**src/rtl/serial_adder_ctrl_pkg.sv**
```systemverilog
// Shared definitions for the bit-serial adder/subtractor: FSM encoding and default width.
package serial_adder_ctrl_pkg;

    localparam int STATE_W   = 2;
    localparam int DEF_WIDTH = 8;

    typedef enum logic [STATE_W-1:0] {
        ST_IDLE  = 2'd0,
        ST_SHIFT = 2'd1,
        ST_DONE  = 2'd2
    } state_t;

endpackage

```
**src/rtl/serial_adder_ctrl_fa_bit.sv**
```systemverilog
// Single-bit combinational full adder; the only arithmetic cell in the serial datapath.
module fa_bit (
    input  logic a,
    input  logic b,
    input  logic c,
    output logic sum,
    output logic carry
);

    assign sum   = a ^ b ^ c;
    assign carry = (a & b) | (a & c) | (b & c);

endmodule

```
**src/rtl/serial_adder_ctrl.sv**
```systemverilog
// Bit-serial WIDTH-bit adder/subtractor: one full-adder cell, LSB first, one bit per cycle.
module serial_adder_ctrl
    import serial_adder_ctrl_pkg::*;
#(
    parameter int WIDTH = DEF_WIDTH,
    parameter int CNT_W = $clog2(WIDTH)
) (
    input  logic             clk,
    input  logic             rst,
    input  logic             start,
    input  logic             sub,
    input  logic [WIDTH-1:0] a_in,
    input  logic [WIDTH-1:0] b_in,
    input  logic             cin,
    output logic             busy,
    output logic             done,
    output logic [WIDTH-1:0] sum_out,
    output logic             cout
);

    state_t             state, state_next;
    logic [WIDTH-1:0]   a_sr, b_sr, s_sr;
    logic               carry;
    logic [CNT_W-1:0]   idx;
    logic               last_bit;
    logic               fa_sum, fa_carry;

    assign last_bit = (idx == CNT_W'(WIDTH - 1));

    fa_bit u_fa (
        .a     (a_sr[0]),
        .b     (b_sr[0]),
        .c     (carry),
        .sum   (fa_sum),
        .carry (fa_carry)
    );

    // NOTE: sequential state uses non-blocking assignments so every flop samples pre-edge values.
    always_ff @(posedge clk or posedge rst) begin
        if (rst) state <= ST_IDLE;
        else     state <= state_next;
    end

    // NOTE: default assignment first so no path through the case leaves state_next unassigned (no latch).
    always_comb begin
        state_next = state;
        case (state)
            ST_IDLE:  if (start)    state_next = ST_SHIFT;
            ST_SHIFT: if (last_bit) state_next = ST_DONE;
            ST_DONE:                state_next = ST_IDLE;
            default:                state_next = ST_IDLE;
        endcase
    end

    always_comb begin
        busy = (state != ST_IDLE);
    end

    // NOTE: the shift registers are ordinary flops, not a RAM, so they take the async reset too.
    always_ff @(posedge clk or posedge rst) begin
        if (rst) begin
            a_sr    <= '0;
            b_sr    <= '0;
            s_sr    <= '0;
            carry   <= 1'b0;
            idx     <= '0;
            done    <= 1'b0;
            sum_out <= '0;
            cout    <= 1'b0;
        end else begin
            done <= 1'b0;
            case (state)
                ST_IDLE: begin
                    if (start) begin
                        a_sr  <= a_in;
                        b_sr  <= sub ? ~b_in : b_in;
                        carry <= sub ? 1'b1 : cin;
                        s_sr  <= '0;
                        idx   <= '0;
                    end
                end
                ST_SHIFT: begin
                    a_sr  <= a_sr >> 1;
                    b_sr  <= b_sr >> 1;
                    s_sr  <= {fa_sum, s_sr[WIDTH-1:1]};
                    carry <= fa_carry;
                    // Reload on the last bit so idx never passes WIDTH-1 for any WIDTH.
                    idx   <= last_bit ? '0 : idx + CNT_W'(1);
                end
                ST_DONE: begin
                    sum_out <= s_sr;
                    cout    <= carry;
                    done    <= 1'b1;
                end
                default: ;
            endcase
        end
    end

endmodule

```
**config.mk**
```make
export PLATFORM = sky130hd
export DESIGN_NAME = serial_adder_ctrl
export DESIGN_NICKNAME = d
export VERILOG_FILES = /design/src/rtl/serial_adder_ctrl_pkg.sv /design/src/rtl/serial_adder_ctrl_fa_bit.sv /design/src/rtl/serial_adder_ctrl.sv
export SDC_FILE = /design/constraint.sdc
export NUM_CORES = 1
export LEC_CHECK = 0
export BUFFER_PORTS_ARGS = -buffer_cell sky130_fd_sc_hd__buf_2
export CAP_MARGIN = 10
export CORE_ASPECT_RATIO = 0.5
export CORE_MARGIN = 2
export CORE_UTILIZATION = 49
export DETAILED_ROUTE_END_ITERATION = 10
export GPL_ROUTABILITY_DRIVEN = 0
export HOLD_SLACK_MARGIN = 0.06
export PLACE_DENSITY = 0.74
export RECOVER_POWER = 25
export SLEW_MARGIN = 20
export SYNTH_ARGS = -nofsm -noshare
export SYNTH_HDL_FRONTEND = slang
export SYNTH_SLANG_ARGS = --single-unit
```
**constraint.sdc**
```tcl
create_clock -name clk -period 1.2 [get_ports clk]
set_input_delay 0.06 -clock clk [delete_from_list [all_inputs] [get_ports clk]]
set_output_delay 0.06 -clock clk [all_outputs]
set_load 0.05 [all_outputs]
```
==> metrics <==
Final Max Tran Viols 0; R2R Setup Slk -0.02 ns; clock slew at reported path FFs approximately 0.080 ns; later-pin clock latency in the skew report a little under 0.3 ns; endpoints failing hold 0; post-synthesis mux area share approximately 5.0%; largest family of logic cells by synthesized area compound AO/OA/AOI/OAI gates; power density over cell area between 2000 and 2500 nW/um2; Startpoint Class register; IR drop worst, VDD 1.29 mV; Sequential Power Share 38.3%; top sig layer met4; WS Path Type register to output port; FF-to-FF End sum_out[7]; YS warnings 0; path type of the worst min-delay path primary input to register; hpwl dp roughly 2.2 mm; slew at the pin with the worst max-slew slack roughly 0.55 ns; R2R depth 3; Syn Area/Cell 11.6 um2; final setup margin -0.0843 ns; status complete, but fails checks; initial antenna violation count 0; Place WS -0.168 ns; Yosys top cell area share 55.0%; grt ovf 0; Worst Skew about 0.0064 ns; failing checks setup timing; # IOs 32; DRT met1 WL 1.81 mm; CP Max Fanout 5; drt first-iter violations 51; asr flop ratio synth 100%; vias in the first global route 1248; GRT Util Overall about a fifth; RSZ-0062 raised after global routing yes; post-synth net total about 180; # H-tree levels 2; xor/xnor share of the synthesized area ~3.9%; Synth Cell Area ~1800 um2; Max-Cap Viols 0; Die H 47.1 um; Worst EP arrival between 1 and 1.5 ns; post-synth top area cell dfrtp_1; Port Buf Inserts 31; DR WL/cell roughly 14 um; WL met3 180 um; sequential fraction of the synthesis area between 50% and 60%; Synth Flop Type dfrtp_1; Leak Pwr about 0.0012 uW; Final min period roughly 1.3 ns; synthesized instance count 157; EDFF count, synth 0; DR WL met2 ~1.6 mm; Sum Neg Setup Slack -0.127 ns; fin nets around 240; Net Sw Frac between 30% and 40%; 1st-pass router iterations 4; synthesized-area fraction occupied by adder cells 2.48%; CTS root buf clkbuf_8; Num CTS Buffers 5; overall power 5830 uW; core footprint around 3500 um2; Area contributors post-synth dfrtp_1 55%, nand2_1 5.4%, mux2_2 5.0%; Logic pwr share a little under half; # diodes 0; WP data required around 1.1 ns; Tcrit/Tclk final 107%; CP endpoint kind output port; initial core utilization 52.1%; drt drc 0; Max Freq between 0.7 and 0.8 GHz; vias post-DR roughly 1400; Internal approximately 3600 uW; CTS sink cnt 40; die width 90.2 um; Synth-to-Final Area Change 31.2%; area fraction in compound gates after synthesis between 10% and 20%; Synth cell types 31; Setup crit end busy; Critical R2R Launch state[0]; Final Util between 60 and 70%; die area approximately 4200 um2; post-synthesis register bit count 40; largest net degree at the start of global routing 41; clock power share 16.3%; first-pass GRT wire length approximately 6.0 mm; NetSw ~2200 uW; ANT nets after route 0; # setup viols final 8; CP startpoint state[0]; Via density roughly 5; Routed WL about 3.6 mm; FP Rows 15; CTS Buffer Depth 2; Rel. slew slack 63.6%; simple-gate share of the synthesized area a little under an eighth; worst hold slack roughly 0.073 ns; layout cells sized above 1 between 40% and 50%; CTS tree built
per-layer routing:
metal / global-route usage (%) / vias to the layer above
met5: 0 / -
met4: 6.46 / 0
met3: 5.14 / 3
met2: 30.1 / 37
met1: 25.7 / 646
li1: - / 666
cell type report:
type	instances	area, um2
multi-input cells	101	768
inverters	6	22.5
fillers	278	1100
repair buffers	61	432
clock buffers	6	82.6
well taps	51	63.8
flip-flops and latches	40	1000
clock inverters	2	15.0
cells by family (layout without fill, tap and decap cells):
logic type      after synthesis  in the layout
flops                        40             40
xor+xnor                      8              8
simple gates                 42             42
buf+inv                      17             75
compound gates               39             40
mux                           8              8
fa+ha+maj                     3              3
flip-flops by register name, indices dropped and copies added (netlist names):
| register | count |
|---|---|
| state | 2 |
| s_sr | 8 |
| idx | 3 |
| cout | 1 |
| a_sr | 8 |
| carry | 1 |
| b_sr | 8 |
| done | 1 |
| sum_out | 8 |
critical path, cell delays in order (launching register included):
cell and delay, ns:
dfrtp_2 0.45, buf_6 0.14, nor2_4 0.08, buf_6 0.10, inv_2 0.03, buf_6 0.14
power groups by stage:
stage	Combinational (uW)	Clock [uW]	Sequential, uW
finish	2650	951	2230
global route	2880	1020	2300
CTS	2490	973	2220
detailed placement	2080	0	2250
global placement	2030	0	2220
floorplan	1290	0	2530
through the flow:
step / area [um2] / cells
3_3_place_gp: 2040 / 240
4_1_cts: 2340 / 265
3_5_place_dp: 2040 / 240
5_1_grt: 2390 / 267
6_report: 2390 / 267
2_1_floorplan: 1820 / 157
repair_timing:
item	4_1_cts	5_1_grt
buffers inserted	11	1
hold buffers	4	0
pin swaps	4	5
hold endpoints to repair	43	0
endpoints found under the setup margin	37	33
gates cloned	2	1
resized for setup	16	10
how the worst min path moves through the flow:
| stage | cells past startpoint | slack [ns] | from | to |
|---|---|---|---|---|
| 5_1_grt | 3 | 0.09 | b_in[0] | b_sr[0] |
| 2_1_floorplan | 1 | 0.23 | a_in[7] | a_sr[7] |
| 4_1_cts | 3 | 0.07 | b_in[0] | b_sr[0] |
| 6_report | 3 | 0.07 | b_in[0] | b_sr[0] |
| 3_5_place_dp | 3 | 0.21 | rst | done |
| 3_3_place_gp | 3 | 0.20 | rst | done |
cell usage after synthesis, types with 3 or more instances:
cell type and instances:
o21ai_0 9, mux2_2 8, buf_6 4, o221ai_1 6
inv_1 6, xnor2_1 8, a22o_1 9, dfrtp_1 40
a21oi_1 6, and3b_1 6, nor2b_1 3, nand2_1 26
placed cells by master, fill, tap and decap left out, drive strengths merged, types with 3 or more instances in the layout:
cell / netlist / layout
buf: 8 / 56
nand2: 26 / 26
dfrtp: 40 / 40
and3b: 6 / 6
o21ai: 10 / 10
o221ai: 6 / 6
a22o: 9 / 9
mux2: 8 / 8
inv: 6 / 6
a21oi: 6 / 6
dlygate4sd3: 0 / 4
nor2b: 3 / 3
clkbuf: 3 / 7
xnor2: 8 / 8
(Power assumes the default switching activity.)
